[config.mk]
export PLATFORM = sky130hd
export DESIGN_NAME = quadrature_decoder
export DESIGN_NICKNAME = d
export VERILOG_FILES = /design/src/rtl/quadrature_pkg.sv /design/src/rtl/quadrature_glitch_filter.sv /design/src/rtl/quadrature_decoder.sv
export SDC_FILE = /design/constraint.sdc
export NUM_CORES = 1
export LEC_CHECK = 0
export BUFFER_PORTS_ARGS = -buffer_cell sky130_fd_sc_hd__buf_2
export CAP_MARGIN = 40
export CELL_PAD_IN_SITES_DETAIL_PLACEMENT = 0
export CELL_PAD_IN_SITES_GLOBAL_PLACEMENT = 2
export CORE_MARGIN = 5
export CORE_UTILIZATION = 37
export CTS_BUF_LIST = sky130_fd_sc_hd__clkbuf_8
export DETAILED_ROUTE_END_ITERATION = 6
export PLACE_DENSITY = 0.9
export SYNTH_ARGS = -nofsm -noshare
export SYNTH_HDL_FRONTEND = slang
export SYNTH_HIERARCHICAL = 1
export SYNTH_SLANG_ARGS = --single-unit
[constraint.sdc]
create_clock -name io_mainClk -period 4.85 [get_ports io_mainClk]
set_input_delay 0.2425 -clock io_mainClk [delete_from_list [all_inputs] [get_ports io_mainClk]]
set_output_delay 0.2425 -clock io_mainClk [all_outputs]
set_load 0.03 [all_outputs]
[src/rtl/quadrature_pkg.sv]
// Shared state encodings, step codes and the {prev, st} transition classifier
// for the quadrature decoder.
package quadrature_pkg;

  localparam logic [1:0] ST_00 = 2'b00;
  localparam logic [1:0] ST_10 = 2'b10;
  localparam logic [1:0] ST_11 = 2'b11;
  localparam logic [1:0] ST_01 = 2'b01;

  typedef enum logic [1:0] {
    STEP_NONE    = 2'd0,
    STEP_UP      = 2'd1,
    STEP_DOWN    = 2'd2,
    STEP_ILLEGAL = 2'd3
  } step_e;

  // Up order is 00 -> 10 -> 11 -> 01 -> 00 (A leads B); anything with both bits flipped is illegal.
  function automatic step_e decode_step(input logic [1:0] prev, input logic [1:0] st);
    step_e code;
    case ({prev, st})
      {ST_00, ST_10}, {ST_10, ST_11}, {ST_11, ST_01}, {ST_01, ST_00}: code = STEP_UP;
      {ST_10, ST_00}, {ST_11, ST_10}, {ST_01, ST_11}, {ST_00, ST_01}: code = STEP_DOWN;
      {ST_00, ST_00}, {ST_10, ST_10}, {ST_11, ST_11}, {ST_01, ST_01}: code = STEP_NONE;
      default:                                                         code = STEP_ILLEGAL;
    endcase
    return code;
  endfunction

endpackage

[src/rtl/quadrature_glitch_filter.sv]
// Single-channel glitch filter: the output follows the input only after it has
// differed from the output for FILTER_CYCLES consecutive samples.
module quadrature_glitch_filter
  import quadrature_pkg::*;
#(
  parameter int FILTER_CYCLES = 4
) (
  input  logic io_mainClk,
  input  logic io_asyncReset,
  input  logic i_in,
  output logic o_out
);

  localparam logic [7:0] CNT_LAST = 8'(FILTER_CYCLES - 1);

  logic       r_out;
  logic [7:0] r_cnt;

  always_ff @(posedge io_mainClk or posedge io_asyncReset) begin
    if (io_asyncReset) begin
      r_out <= 1'b0;
      r_cnt <= 8'd0;
    end else if (i_in == r_out) begin
      r_cnt <= 8'd0;
    end else if (r_cnt == CNT_LAST) begin
      r_out <= i_in;
      r_cnt <= 8'd0;
    end else begin
      r_cnt <= r_cnt + 8'd1;
    end
  end

  assign o_out = r_out;

endmodule

[src/rtl/quadrature_decoder.sv]
// 4x quadrature decoder: pad synchroniser, priming, decode and signed position count.
// Optional glitch filtering on both channels when QUADRATURE_FILTER_EN is defined.
module quadrature_decoder
  import quadrature_pkg::*;
#(
  parameter int WIDTH         = 16,
  parameter int FILTER_CYCLES = 4
) (
  input  logic             io_mainClk,
  input  logic             io_asyncReset,
  input  logic             io_quadA,
  input  logic             io_quadB,
  input  logic             io_clear,
  input  logic             io_load,
  input  logic [WIDTH-1:0] io_loadValue,
  input  logic             io_errorClear,
  output logic [WIDTH-1:0] io_position,
  output logic             io_direction,
  output logic             io_step,
  output logic             io_error
);

`ifdef QUADRATURE_FILTER_EN
  localparam int PRIME_LAST = 2 + FILTER_CYCLES;
`else
  localparam int PRIME_LAST = 2;
`endif
  localparam int                PRIME_W    = $clog2(PRIME_LAST + 2);
  localparam logic [PRIME_W-1:0] PRIME_LOAD = PRIME_W'(PRIME_LAST);
  localparam logic [PRIME_W-1:0] PRIME_RUN  = PRIME_W'(PRIME_LAST + 1);

  if ((FILTER_CYCLES < 1) || (FILTER_CYCLES > 255) || (WIDTH < 2) || (WIDTH > 32)) begin : g_param_out_of_range
  end

  logic [1:0]         r_syncA;
  logic [1:0]         r_syncB;
  logic [1:0]         r_prev;
  logic [PRIME_W-1:0] r_prime;
  logic [WIDTH-1:0]   r_position;
  logic               r_direction;
  logic               r_step;
  logic               r_error;

  logic [1:0]         w_st;
  logic [1:0]         w_dec_st;
  logic               w_prime_load;
  logic               w_run;
  step_e              w_code;
  logic               w_up;
  logic               w_down;
  logic               w_illegal;
  logic [WIDTH-1:0]   w_pos_next;

  always_ff @(posedge io_mainClk or posedge io_asyncReset) begin
    if (io_asyncReset) begin
      r_syncA <= 2'b00;
      r_syncB <= 2'b00;
    end else begin
      r_syncA <= {r_syncA[0], io_quadA};
      r_syncB <= {r_syncB[0], io_quadB};
    end
  end

  assign w_st = {r_syncA[1], r_syncB[1]};

`ifdef QUADRATURE_FILTER_EN
  logic w_filtA;
  logic w_filtB;

  quadrature_glitch_filter #(.FILTER_CYCLES(FILTER_CYCLES)) u_filt_a (
    .io_mainClk    (io_mainClk),
    .io_asyncReset (io_asyncReset),
    .i_in          (w_st[1]),
    .o_out         (w_filtA)
  );

  quadrature_glitch_filter #(.FILTER_CYCLES(FILTER_CYCLES)) u_filt_b (
    .io_mainClk    (io_mainClk),
    .io_asyncReset (io_asyncReset),
    .i_in          (w_st[0]),
    .o_out         (w_filtB)
  );

  assign w_dec_st = {w_filtA, w_filtB};
`else
  assign w_dec_st = w_st;
`endif

  // Priming lets the pipeline fill with the real pin level before prev is captured,
  // so pins sitting at 11 out of reset never look like an illegal 00->11 jump.
  always_ff @(posedge io_mainClk or posedge io_asyncReset) begin
    if (io_asyncReset) begin
      r_prime <= '0;
    end else if (r_prime != PRIME_RUN) begin
      r_prime <= r_prime + PRIME_W'(1);
    end else begin
      r_prime <= r_prime;
    end
  end

  assign w_prime_load = (r_prime == PRIME_LOAD);
  assign w_run        = (r_prime == PRIME_RUN);

  always_comb begin
    w_code    = decode_step(r_prev, w_dec_st);
    w_up      = 1'b0;
    w_down    = 1'b0;
    w_illegal = 1'b0;
    if (w_run) begin
      w_up      = (w_code == STEP_UP);
      w_down    = (w_code == STEP_DOWN);
      w_illegal = (w_code == STEP_ILLEGAL);
    end else begin
      w_up      = 1'b0;
      w_down    = 1'b0;
      w_illegal = 1'b0;
    end
  end

  // Clear beats load beats a decoded step; the step is still reported on io_step.
  always_comb begin
    w_pos_next = r_position;
    if (io_clear) begin
      w_pos_next = '0;
    end else if (io_load) begin
      w_pos_next = io_loadValue;
    end else if (w_up) begin
      w_pos_next = r_position + WIDTH'(1);
    end else if (w_down) begin
      w_pos_next = r_position - WIDTH'(1);
    end else begin
      w_pos_next = r_position;
    end
  end

  always_ff @(posedge io_mainClk or posedge io_asyncReset) begin
    if (io_asyncReset) begin
      r_prev      <= 2'b00;
      r_position  <= '0;
      r_direction <= 1'b0;
      r_step      <= 1'b0;
      r_error     <= 1'b0;
    end else begin
      if (w_prime_load || w_run) begin
        r_prev <= w_dec_st;
      end
      r_position <= w_pos_next;
      r_step     <= w_up | w_down;
      if (w_up | w_down) begin
        r_direction <= w_up;
      end
      if (w_illegal) begin
        r_error <= 1'b1;
      end else if (io_errorClear) begin
        r_error <= 1'b0;
      end
    end
  end

  assign io_position  = r_position;
  assign io_direction = r_direction;
  assign io_step      = r_step;
  assign io_error     = r_error;

endmodule

Yosys cells after proc, flatten, opt, wreduce, memory -nomap -nowiden. Memory sizes are Yosys's and may differ from the RTL's. Index checks and enable logic that the tools add are counted.

Register bits after elaboration: 27. Bits in read-only memories: 32. Bits of input ports: 23. Output and inout bits: 19. Word-level logic and storage cells: 31. Memories: 1.

Memory list: (name not given) (depth 16, bits a word 2, rd ports 1, clocked after memory_dff 0, wr ports 0, line quadrature_pkg.sv:20) `case ({prev, st})`.

Add/subtract/negate cells: 3. Equal/unequal tests: 6. Multiplexer cells: 9. Bitwise operators: 1. Reductions and logical operators: 3.

Operators by type and width (number): 2-to-1 mux 16 bit (4); adder 16 x 1 -> 16 bit (second input constant) (1); subtractor 16 x 1 -> 16 bit (second input constant) (1); equality test 2 bit (second input constant) (4); 2-to-1 mux 1 bit (5); nonzero test 4 bit (1); adder 2 x 1 -> 2 bit (second input constant) (1); equality test 2 x 1 -> 1 bit (second input constant) (1); != test 2 bit (second input constant) (1); nonzero test 2 bit (1); logical OR 1 bit (1); bitwise OR 1 bit (1).

Longest topological paths before layout. An unclocked memory read counts as a cell.

Depth in word-level cells: 7. Depth in mapped cells: 11. Depth with buffers taken out: 10.

Least setup slack after synthesis. Ideal clock, no wire load.

Kind: register -> register. From: reg r_prime[0]. To: reg r_position[14] (netlist: io_position[14]). Arrival time: 2.951 ns. Path slack: 1.778 ns. Stages on the path, launching flop included: 12. Period minus slack after synthesis: 3.072 ns. Cell sequence: dfrtp_1 ha_1 clkbuf_1 nand3_1 inv_1 fa_1 nand2b_1 a21oi_1 o31ai_2 a21oi_1 mux2_2 a2111oi_1.

Word-level cells in the longest chain between the ends: 5. Elaborated cells between the ends (all ways): 7.

RTL lines: start, declared (line quadrature_decoder.sv:38) `logic [PRIME_W-1:0] r_prime;`; start signal, assigned (line quadrature_decoder.sv:95) `r_prime <= r_prime + PRIME_W'(1);`; start signal, assigned (line quadrature_decoder.sv:97) `r_prime <= r_prime;`; equality test 2 bit (*) (line quadrature_decoder.sv:102) `assign w_run = (r_prime == PRIME_RUN);`; 2-to-1 mux 1 bit (*) (line quadrature_decoder.sv:109) `if (w_run) begin`; net w_up (line quadrature_decoder.sv:49) `logic w_up;`; 2-to-1 mux 16 bit (line quadrature_decoder.sv:127) `end else if (w_up) begin`; 2-to-1 mux 16 bit (line quadrature_decoder.sv:125) `end else if (io_load) begin`; 2-to-1 mux 16 bit (line quadrature_decoder.sv:123) `if (io_clear) begin`; end signal, assigned (line quadrature_decoder.sv:147) `r_position <= w_pos_next;`; end, declared (line quadrature_decoder.sv:39) `logic [WIDTH-1:0] r_position;`.

The timed path passes the listed nets; every way through them passes the cells marked *. A chain may end at the register's enable or synchronous reset.

Worst setup path after layout.
From: reg r_prev[1]. To: reg r_position[14] (netlist: io_position[14]).

Word-level cells in the longest chain between the ends: 6. Elaborated cells between the ends (all ways): 9.

RTL lines: start, declared (line quadrature_decoder.sv:37) `logic [1:0] r_prev;`; start signal, assigned (line quadrature_decoder.sv:145) `r_prev <= w_dec_st;`; memory (16 x 2 bit) (*); equality test 2 x 1 -> 1 bit (line quadrature_decoder.sv:110) `w_up = (w_code == STEP_UP);`; 2-to-1 mux 1 bit (line quadrature_decoder.sv:109); 2-to-1 mux 16 bit (line quadrature_decoder.sv:127); 2-to-1 mux 16 bit (line quadrature_decoder.sv:125); 2-to-1 mux 16 bit (line quadrature_decoder.sv:123).

Every way passes the cells marked *; elsewhere a longest branch is shown, timed or not.

==> results.json <==
{
  "yosysSeqAreaShare": 0.331,
  "worstPathMaxFanout": 17,
  "max_freq_ghz": 0.285,
  "critPathLaunchType": "flip-flop",
  "hold_viol": 0,
  "drv_cap": 0,
  "die_h_um": 84.2,
  "final_area_sq_um": 2370,
  "slew_headroom": 0.510,
  "area_delta_synth_final_pct": 16.3,
  "crit_chain": "xnor2_1 > nand3_1 > ha_1 > a21oi_1 > nor2b_1 > o31ai_2 > a21oi_1 > mux2_2 > a2111oi_1",
  "viasPerCell": 5.29,
  "status": "completed",
  "slew_viol_final": 0,
  "power_density_nw_per_um2": 355,
  "finalPower_uw": 841,
  "nets": 307,
  "diodes": 0,
  "cts_buffers": 3,
  "yosys-top-cells-count": "dfrtp_1, a21oi_1, nand2_1, ha_1, nor2_1",
  "synth-warning-count": 6,
  "setup_viol": 0,
  "synthTopCellsByArea": "dfrtp_1, ha_1, a21oi_1",
  "yosysTopAreaCell": "dfrtp_1",
  "gp_congestion": 0.833,
  "seqPwrFrac": 0.324,
  "post-route-period-util": 0.723,
  "swShare": 0.436,
  "crit_buf_inv": 0,
  "whs_ns": 0.0593,
  "syn-num-nets": 268,
  "crit_type": "reg -> reg",
  "cts-root-buf": "clkbuf_8",
  "vias": 1782,
  "rsz0062_at_grt": "false",
  "ys_ff_latch": 27,
  "drtIter0Drc": 88,
  "worstMarginPinSlew_ns": 0.733,
  "cp.required_ns": 5.02,
  "cts_buffer_depth": 2,
  "dp_hpwl_um": 3830,
  "final_cell_count_no_fill": 337,
  "worst_hold_path_type": "in -> reg",
  "cts_max_level": 1,
  "cp_slowest_cell": "nand3_1",
  "insertion_delay_ns": 0.28,
  "io_pins": 42,
  "ant_nets": 0,
  "synth.avg_cell_area_sq_um": 8.98,
  "crit_path_max_incr_delay_ns": 0.62,
  "std_cell_rows": 27,
  "cts_tree": "yes",
  "synth_cell_types": 49,
  "drive_gt1_frac": 0.234,
  "yosysTopAreaCellShare": 0.331,
  "min_period_ns": 3.51,
  "internal_power_uw": 474,
  "grt_overflow": 0,
  "tns_ns": 0,
  "crit_family": "compound AO/OA/AOI/OAI gates",
  "chipWidth_um": 84.2,
  "clkSlewWorstSetupHoldPaths_ns": 0.11,
  "p_leak_uw": 0.00113,
  "arrival_ns": 3.68,
  "synthFlopType": "dfrtp_1",
  "firstDrtPassIters": 4,
  "combPwrFrac": 0.508,
  "worst_clock_skew_ns": 0.00780,
  "crit_path_frequent_cell": "a21oi_1",
  "synth_edf_count": 0,
  "dieArea_sq_um": 7100,
  "vdd_drop_max_v": 0.000150,
  "synth_cells": 227,
  "start_util": 0.375,
  "grt_max_degree": 22,
  "grt_first_pass_wirelength_um": 8830,
  "track_usage": 0.149,
  "synth_most_common_cell": "dfrtp_1",
  "netlist_area_sq_um": 2040,
  "async_reset_ff_frac": 1.00,
  "drt-total-wl_um": 5130,
  "clock_power_share": 0.168,
  "drc_errors": 0,
  "grt_pass1_vias": 1840,
  "dp_cells": 332,
  "wl_per_cell_um": 15.2,
  "critPathCaptureType": "flip-flop",
  "portBuffers": 41,
  "p_sw_uw": 367,
  "antenna_found_initial": 0,
  "core-area_sq_um": 5440,
  "dpl_cell_area_sq_um": 2310,
  "clock-sinks": 27
}
metal layers:
metal	vias up	track usage	routed length, um
met5	-	0	0
met1	844	0.210	2530
met2	29	0.246	2400
li1	907	-	-
met3	2	0.0206	176
met4	0	0.0219	22
cell type report:
class                      count  area (sq um)
fill                         564          3070
multi-input combinational    178          1260
sequential                    27           676
timing repair buffer          43           243
tap                           72          90.1
inverter                      13          48.8
clock buffer                   3          41.3
clock inverter                 1          7.51
power by group through the flow:
stage | sequential [uW] | combinational, uW | clock, uW
after detailed placement | 278 | 428 | 0
after floorplan | 320 | 290 | 0
after global routing | 277 | 481 | 155
after CTS | 273 | 432 | 143
after global placement | 277 | 427 | 0
final | 273 | 428 | 141
repair_timing:
action | CTS | global route
hold buffers | 1 | 0
resized for setup | 0 | 0
setup buffers | 0 | 0
hold endpoints to repair | 8 | 0
layout by cell type (no fill, tap or decap), types with 2 or more instances in the layout:
master    instances
buf_2            41
dfrtp_1          27
a21oi_1          26
nand2_1          20
nor2_1           17
ha_1             17
o21ai_0          13
inv_1            12
xnor2_1           9
nand3_1           6
a211oi_1          6
mux2_2            6
nand2b_1          5
and3_1            5
xor2_1            4
a21o_1            3
o211ai_1          3
nor4_1            3
o211a_1           3
clkbuf_8          3
and2_1            2
a211oi_2          2
o32ai_1           2
a311oi_1          2
o31ai_1           2
nor3_1            2
stage by stage:
stage               setup WS [ns]   util
detailed placement           1.35  0.425
global route                 1.03  0.436
CTS                          1.31  0.436
global placement             1.39  0.420
floorplan                    1.78      -
finish                       1.34  0.436
worst paths after layout:
| path | startpoint | to | slack, ns | depth (start not counted) |
|---|---|---|---|---|
| worst max register to register | r_prev[1]$_DFFE_PP0P_ | io_position[14]$_DFFE_PP0P_ | 1.34 | 9 |
| max in group asynchronous | io_asyncReset | io_position[11]$_DFFE_PP0P_ | 3.91 | 4 |
| worst min register to register | r_syncB[0]$_DFF_PP0_ | r_syncB[1]$_DFF_PP0_ | 0.36 | 0 |
| worst max-delay path | r_prev[1]$_DFFE_PP0P_ | io_position[14]$_DFFE_PP0P_ | 1.34 | 9 |
| min in group asynchronous | io_asyncReset | r_syncB[0]$_DFF_PP0_ | 0.49 | 3 |
| worst min-delay path | io_quadB | r_syncB[0]$_DFF_PP0_ | 0.06 | 1 |
sequential cells by signal, summed over array words and instances (netlist names):
signal,flops
io_position,16
r_prev,2
r_prime,2
r_syncA,2
r_syncB,2
io_direction,1
io_error,1
io_step,1
logic make-up after synthesis:
family | after synthesis | synth area share
compound gates | 76 | 0.261
simple gates | 63 | 0.143
flops | 27 | 0.331
buf+inv | 22 | 0.0485
fa+ha+maj | 18 | 0.114
xor+xnor | 14 | 0.0638
mux | 7 | 0.0380
(Power assumes the default switching activity.)
